## src/rtl/stepdown_gate_seq.sv

```systemverilog
// Gate sequencer for a synchronous step-down stage: it alternates the high-side
// and low-side gate enables with fixed dead-time, on-time limits and OCP fault latching.
module stepdown_gate_seq #(
  parameter int DT_CYC  = 4,
  parameter int MIN_ON  = 8,
  parameter int MAX_ON  = 200,
  parameter int BLANK   = 6,
  parameter int OCP_MAX = 3
) (
  input  logic CELCLK,
  input  logic CELRST,
  input  logic CELV,
  input  logic CELG,
  input  logic SUB,
  input  logic en,
  input  logic pwm_req,
  input  logic ocp,
  input  logic zc,
  output logic hs_on,
  output logic ls_on,
  output logic ocp_flag,
  output logic fault
);

  // state  | meaning
  // OFF    | converter idle, both gates low
  // DT_HS  | dead-time before the high-side turns on
  // HS_ON  | high-side conducting, on-counter running
  // DT_LS  | dead-time before the low-side turns on
  // LS_ON  | low-side conducting
  // SKIP   | zero current seen, both gates low until the next request
  // FAULT  | repeated OCP, both gates low until en drops
  typedef enum logic [2:0] {
    S_OFF, S_DT_HS, S_HS_ON, S_DT_LS, S_LS_ON, S_SKIP, S_FAULT
  } state_t;

  localparam logic [7:0] DT_LOAD  = 8'(DT_CYC - 1);
  localparam logic [7:0] MIN_LAST = 8'(MIN_ON - 1);
  localparam logic [7:0] MAX_LAST = 8'(MAX_ON - 1);
  localparam logic [7:0] BLANK_C  = 8'(BLANK);
  localparam logic [7:0] OCP_LIM  = 8'(OCP_MAX);

  state_t     state_q, state_d;
  logic [7:0] dt_cnt_q, dt_cnt_d;
  logic [7:0] on_cnt_q, on_cnt_d;
  logic [7:0] ocp_cnt_q, ocp_cnt_d;
  logic       ocp_flag_d;
  logic       hs_on_q, ls_on_q, ocp_flag_q, fault_q;

  logic       ocp_exit, norm_exit;
  logic [7:0] ocp_cnt_inc;

  // Supply and substrate pins exist only for the netlist.
  logic unused_supplies;
  assign unused_supplies = CELV ^ CELG ^ SUB;

  assign ocp_exit    = ocp && (on_cnt_q >= BLANK_C);
  assign norm_exit   = (!pwm_req && (on_cnt_q >= MIN_LAST)) || (on_cnt_q == MAX_LAST);
  assign ocp_cnt_inc = ocp_cnt_q + 8'd1;

  always_comb begin
    state_d    = state_q;
    dt_cnt_d   = dt_cnt_q;
    on_cnt_d   = on_cnt_q;
    ocp_cnt_d  = ocp_cnt_q;
    ocp_flag_d = 1'b0;

    unique case (state_q)
      S_OFF: begin
        if (en && pwm_req) begin
          state_d  = S_DT_HS;
          dt_cnt_d = DT_LOAD;
        end
      end

      S_DT_HS: begin
        if (dt_cnt_q == 8'd0) begin
          state_d  = S_HS_ON;
          on_cnt_d = 8'd0;
        end else begin
          dt_cnt_d = dt_cnt_q - 8'd1;
        end
      end

      S_HS_ON: begin
        on_cnt_d = on_cnt_q + 8'd1;
        // An OCP exit outranks the on-time exits when both fire together.
        if (ocp_exit) begin
          ocp_flag_d = 1'b1;
          ocp_cnt_d  = ocp_cnt_inc;
          if (ocp_cnt_inc >= OCP_LIM) begin
            state_d = S_FAULT;
          end else begin
            state_d  = S_DT_LS;
            dt_cnt_d = DT_LOAD;
          end
        end else if (norm_exit) begin
          ocp_cnt_d = 8'd0;
          state_d   = S_DT_LS;
          dt_cnt_d  = DT_LOAD;
        end
      end

      S_DT_LS: begin
        if (dt_cnt_q == 8'd0) begin
          state_d = S_LS_ON;
        end else begin
          dt_cnt_d = dt_cnt_q - 8'd1;
        end
      end

      S_LS_ON: begin
        if (zc) begin
          state_d = S_SKIP;
        end else if (pwm_req) begin
          state_d  = S_DT_HS;
          dt_cnt_d = DT_LOAD;
        end
      end

      S_SKIP: begin
        if (pwm_req) begin
          state_d  = S_DT_HS;
          dt_cnt_d = DT_LOAD;
        end
      end

      S_FAULT: begin
        if (!en) begin
          state_d   = S_OFF;
          ocp_cnt_d = 8'd0;
        end
      end

      default: begin
        state_d = S_OFF;
      end
    endcase

    // Disable wins over everything except the fault latch, which handles en itself.
    if (!en && (state_q != S_FAULT)) begin
      state_d    = S_OFF;
      dt_cnt_d   = 8'd0;
      on_cnt_d   = 8'd0;
      ocp_cnt_d  = ocp_cnt_q;
      ocp_flag_d = 1'b0;
    end
  end

  always_ff @(posedge CELCLK) begin
    if (CELRST) begin
      state_q    <= S_OFF;
      dt_cnt_q   <= 8'd0;
      on_cnt_q   <= 8'd0;
      ocp_cnt_q  <= 8'd0;
      hs_on_q    <= 1'b0;
      ls_on_q    <= 1'b0;
      ocp_flag_q <= 1'b0;
      fault_q    <= 1'b0;
    end else begin
      state_q    <= state_d;
      dt_cnt_q   <= dt_cnt_d;
      on_cnt_q   <= on_cnt_d;
      ocp_cnt_q  <= ocp_cnt_d;
      hs_on_q    <= (state_d == S_HS_ON);
      ls_on_q    <= (state_d == S_LS_ON);
      ocp_flag_q <= ocp_flag_d;
      fault_q    <= (state_d == S_FAULT);
    end
  end

  assign hs_on    = hs_on_q;
  assign ls_on    = ls_on_q;
  assign ocp_flag = ocp_flag_q;
  assign fault    = fault_q;

endmodule

```

## config.mk

```make
export PLATFORM = sky130hd
export DESIGN_NAME = stepdown_gate_seq
export DESIGN_NICKNAME = d
export VERILOG_FILES = /design/src/rtl/stepdown_gate_seq.sv
export SDC_FILE = /design/constraint.sdc
export NUM_CORES = 1
export LEC_CHECK = 0
export BUFFER_PORTS_ARGS = -buffer_cell sky130_fd_sc_hd__buf_2
export CAP_MARGIN = 30
export CORE_MARGIN = 3
export CORE_UTILIZATION = 64
export CTS_CLUSTER_SIZE = 8
export DETAILED_ROUTE_END_ITERATION = 16
export GPL_TIMING_DRIVEN = 0
export PLACE_DENSITY = 0.93
export SLEW_MARGIN = 5
export SYNTH_ARGS = -nofsm -noshare
export SYNTH_HDL_FRONTEND = slang
export SYNTH_SLANG_ARGS = --single-unit
```

## constraint.sdc

```tcl
create_clock -name CELCLK -period 5.01 [get_ports CELCLK]
set_input_delay 0.7515 -clock CELCLK [delete_from_list [all_inputs] [get_ports CELCLK]]
set_output_delay 0.7515 -clock CELCLK [all_outputs]
set_load 0.005 [all_outputs]
```

; Word-level counts from Yosys, hierarchy flattened
; Index checks and enable logic that the tools add are counted.
; Widths: inputs -> output; s select.
[totals]
regBits = 31
out_inout_bits = 4
wordCells = 78
[op_classes]
n_addsub = 3
magnitude_cmp = 3
eq_ne = 18
muxes = 26
bitwise = 2
n_reduce_logical = 18
[ops]
columns = op, count
row1 = $mux 8, 11
row2 = $pmux 8 s5, 1
row3 = $pmux 8 s2, 2
row4 = $mux 3, 10
row5 = $pmux 3 s7, 1
row6 = $add 8x1->8 const B, 2
row7 = $ge 8x3->1 const B, 2
row8 = $eq 3x3->1 const B, 5
row9 = $ne 2x2->1 const B, 5
row10 = $eq 3x2->1 const B, 3
row11 = $ne 3x3->1 const B, 3
row12 = $eq 8x8->1 const B, 1
row13 = $ge 8x2->1 const B, 1
row14 = $logic_not 8->1, 1
row15 = $sub 8x1->8 const B, 1
row16 = $reduce_and 6->1, 1
row17 = $reduce_bool 5->1, 1
row18 = $logic_and 1x1->1, 4
row19 = $reduce_and 4->1, 1
row20 = $reduce_bool 2->1, 2
row21 = $reduce_or 2->1, 2
row22 = $eq 3x1->1 const B, 1
row23 = $logic_not 3->1, 1
row24 = $reduce_or 3->1, 1
row25 = 5 further kinds, 7

; Logic depth before layout (Yosys ltp)
[logic_depth]
depth_word = 8
ltp_mapped = 8
ltp_nobuf = 8

; Least setup slack after synthesis
; No wires, ideal clock.
[synth_timing]
kind = input-to-reg
start = input port pwm_req
end = register dt_cnt_q[7]
setup_ns = 0.131
arrival_time_ns = 2.019
required_ns = 4.879
slack_ns = 2.860
stages = 6
n_path_buf = 0
path_cell_list = nand3b_1 > a32oi_1 > nor3_2 > a2111o_1 > a31oi_2 > o22ai_1
[synth_between]
elab_chain_cells = 5
elab_cells_between_ends = 10
classes_between = eq/ne: 2 / mux: 3 / reduce/logical: 5
[synth_lines]
columns = item, line_no
row1 = start: declaration, 16  ; input logic pwm_req,
row2 = $logic_not 1->1, 58  ; assign norm_exit = (!pwm_req && (on_cnt_q >= MIN_LAST)) || (on_cnt_q == MAX_LAST);
row3 = $logic_and 1x1->1, 58
row4 = $logic_or 1x1->1, 58
row5 = $ne 3x3->1 (no line), -
row6 = $reduce_and 6->1 (no line), -
row7 = end signal: assignment, 162  ; dt_cnt_q <= dt_cnt_d;
row8 = end: declaration, 44  ; logic [7:0] dt_cnt_q, dt_cnt_d;
; Parallel ways exist; a longest one is shown, timed or not. The select of a mux whose other input is x is not followed.
; A chain may end at the register's enable or synchronous reset.

; Worst setup path in the final report
[layout_timing]
start = register on_cnt_q[0]
end = register dt_cnt_q[6]
[layout_between]
elab_chain_cells = 5
elab_cells_between_ends = 11
classes_between = order compare: 2 / eq/ne: 3 / mux: 2 / reduce/logical: 4
[layout_lines]
columns = item, line_no
row1 = start: declaration, 45  ; logic [7:0] on_cnt_q, on_cnt_d;
row2 = start signal: assignment, 163  ; on_cnt_q <= on_cnt_d;
row3 = $ge 8x3->1, 58
row4 = $logic_and 1x1->1, 58
row5 = $logic_or 1x1->1, 58
row6 = $ne 3x3->1 (no line), -
row7 = $reduce_and 6->1 (no line), -
; Parallel ways exist; a longest one is shown, timed or not.

==> results.ini <==
[yosys]
avgSynthCellArea_um2 = 7.74
synth.area.top_cells = dfxtp_1 (34%), nor2_1 (7.6%), a21oi_1 (4.4%), ha_1 (4.1%), o21ai_0 (4.1%)
postSynthCellCount = 236
synth_async_sr_flop_share = 0
yosys.area.top_type_share = 0.340
synth_area_um2 = 1830
synth_warnings = 0
ys_seq_area_frac = 0.340
synth_cell_types = 50
ys_top_cells_by_count = nor2_1 (37), dfxtp_1 (31), nand2_1 (18)
ys.flop_type = dfxtp_1
yosysTopAreaCell = dfxtp_1
synthesis.nets = 251
synth-edff-count = 0
synth.most_common_cell = nor2_1
ys_ff_latch = 31

[clock_tree]
clockBufferDepth = 2
clock_sinks = 31
clockRootBuffer = clkbuf_4
cts_resized = 0
cts_made_buffers = 5
cts.clk_slew.worst_paths_ns = 0.09
clk_latency_ns = 0.34
cts_tree = done
post_cts_buffers = 0
ctsHoldBuffers = 0
htreeDepth = 2

[global_route]
track_usage = 0.260
grt.met1_usage = 0.340
grt_antenna_before_repair = 0
grt_util_met3 = 0.0697
grt_start_max_net_pins = 11
grt_pass1_wl_um = 6950
grt_pass1_vias = 1579
grtUsageMet2 = 0.382
overflow = 0
busiest_layer = met2

[hold_path]
hold_path_class = flip-flop to flip-flop

[critical_path]
crit_family = compound AO/OA/AOI/OAI gates
path_buf_inv = 0
cp.required_ns = 5.21
path_cells = ha_1 -> nand3b_1 -> a32oi_1 -> nor3_2 -> a2111o_1 -> a31oi_2 -> o21ai_0
slowest_stage = a2111o_1
crit_fanout = 8
cp-end-kind = flip-flop
cp-start-kind = flip-flop
crit_type = flip-flop to flip-flop
arrival_ns = 2.59
worst_path_largest_cell_delay_ns = 0.44

[floorplan]
chipHeight_um = 59.4
coreArea_um2 = 2590
die-area_um2 = 3530
die_w_um = 59.4
start_util = 0.705
io_pins = 13
rows = 18

[timing]
whs_ns = 0.517
fmax_mhz = 419
fin_worst_skew_ns = 0.0123
period_share = 0.477
worst_pin_slew_ns = 0.681
setup_viol = 0
hold_viol = 0
min_period_ns = 2.39
fin_ws_ns = 2.62
tns_ns = 0
rsz0062_at_grt = false
timing.slew.headroom = 0.544
drv_slew = 0

[final_layout]
syn_to_final_growth_pct = 8.56
diodes = 0
nets = 268
final_layout_size_suffix_gt1_frac = 0.110

[power_and_ir_drop]
pwr-share-clk = 0.362
p_per_area_nw_per_um2 = 231
p_leak_nw = 0.730
p_sw_mw = 0.112
peakVddDrop_mv = 0.219
power.internal_mw = 0.345
p_sw_frac = 0.246
p_seq_frac = 0.545
combPwrFrac = 0.094
power.total_mw = 0.458

[routing]
dr_total_vias = 1862
wl_per_cell_um = 15.3
drcViolationCount = 0
dr.first_iter.drc_count = 172
drt_pass1_iterations = 5
wirelength_um = 4340
avgViaCountPerCell = 6.56
ant_nets = 0

[place]
pre_cts_slack_ns = 2.38
gp_congestion = 0.873
port_buffers = 9
dp_hpwl_um = 3210

[job]
cap_violations = 0

[outcome]
status = complete, no violations

[logic make-up (layout without fill, tap and decap cells)]
| family | after synthesis | count (layout) | share of synthesized area |
|---|---|---|---|
| compound gates | 69 | 69 | 0.252 |
| xor+xnor | 5 | 5 | 0.0240 |
| fa+ha+maj | 6 | 6 | 0.0411 |
| buf+inv | 17 | 35 | 0.0390 |
| flops | 31 | 31 | 0.340 |
| mux | 3 | 3 | 0.0171 |
| simple gates | 105 | 105 | 0.287 |
[layout make-up]
| type | instances | area [µm²] |
|---|---|---|
| multi-input cells | 188 | 1130 |
| flip-flops and latches | 31 | 621 |
| fillers | 195 | 607 |
| clock buffers | 8 | 68.8 |
| repair buffers | 10 | 50.0 |
| plain buffers | 8 | 37.5 |
| well taps | 30 | 37.5 |
| inverters | 9 | 33.8 |
[sequential cells by signal, indices dropped and copies added (netlist names)]
register	cells
on_cnt_q	8
ocp_cnt_q	8
hs_on	1
ls_on	1
ocp_flag	1
dt_cnt_q	8
state_q	3
fault	1
[layout by cell type (no fill, tap or decap), types with 3 or more instances in the layout]
cell       n
nor2_1    37
dfxtp_1   31
nand2_1   18
a21oi_1   16
o21ai_0   15
nand3_1   13
buf_2     12
inv_1      9
a31oi_1    8
nor3_1     7
nand2b_1   6
a311oi_1   6
ha_1       6
clkbuf_1   5
clkbuf_4   5
xnor2_1    4
nor2b_1    3
nand4_1    3
and3_1     3
o22ai_1    3
a32oi_1    3
[path summary, 6_finish.rpt]
kind,startpoint,cells past startpoint,to,slack [ns]
worst max-delay path,on_cnt_q[0]$_SDFFE_PP0P_,7,dt_cnt_q[6]$_SDFFE_PP0P_,2.62
worst min-delay path,dt_cnt_q[7]$_SDFFE_PP0P_,2,dt_cnt_q[7]$_SDFFE_PP0P_,0.52
worst max register to register,on_cnt_q[0]$_SDFFE_PP0P_,7,dt_cnt_q[6]$_SDFFE_PP0P_,2.62
worst min register to register,dt_cnt_q[7]$_SDFFE_PP0P_,2,dt_cnt_q[7]$_SDFFE_PP0P_,0.52
[power by group through the flow]
stage | Clock (mW) | Sequential [mW] | Combinational (mW)
after global routing | 0.180 | 0.250 | 0.0472
after global placement | 0 | 0.255 | 0.0399
after detailed placement | 0 | 0.255 | 0.0409
final | 0.166 | 0.249 | 0.0429
after CTS | 0.168 | 0.249 | 0.0411
after floorplan | 0 | 0.255 | 0.0293
[worst register-to-register path, cell delays in order (launching register included)]
cell      delay (ns)
dfxtp_1         0.43
ha_1            0.28
nand3b_1        0.13
a32oi_1         0.33
nor3_2          0.12
a2111o_1        0.44
a31oi_2         0.37
o21ai_0         0.15
[metrics by stage]
stage | utilization | instances | area [µm²]
detailed placement | 0.737 | 275 | 1910
global route | 0.766 | 284 | 1980
global placement | 0.737 | 275 | 1910
floorplan | - | 236 | 1830
CTS | 0.764 | 283 | 1980
finish | 0.766 | 284 | 1980
[layer usage]
metal | vias up | wire length [µm]
met2 | 108 | 1920
met3 | 24 | 415
met4 | 0 | 143
met1 | 827 | 1860
met5 | - | 0
li1 | 903 | -
Note: power is estimated with default switching activity, not from simulation.
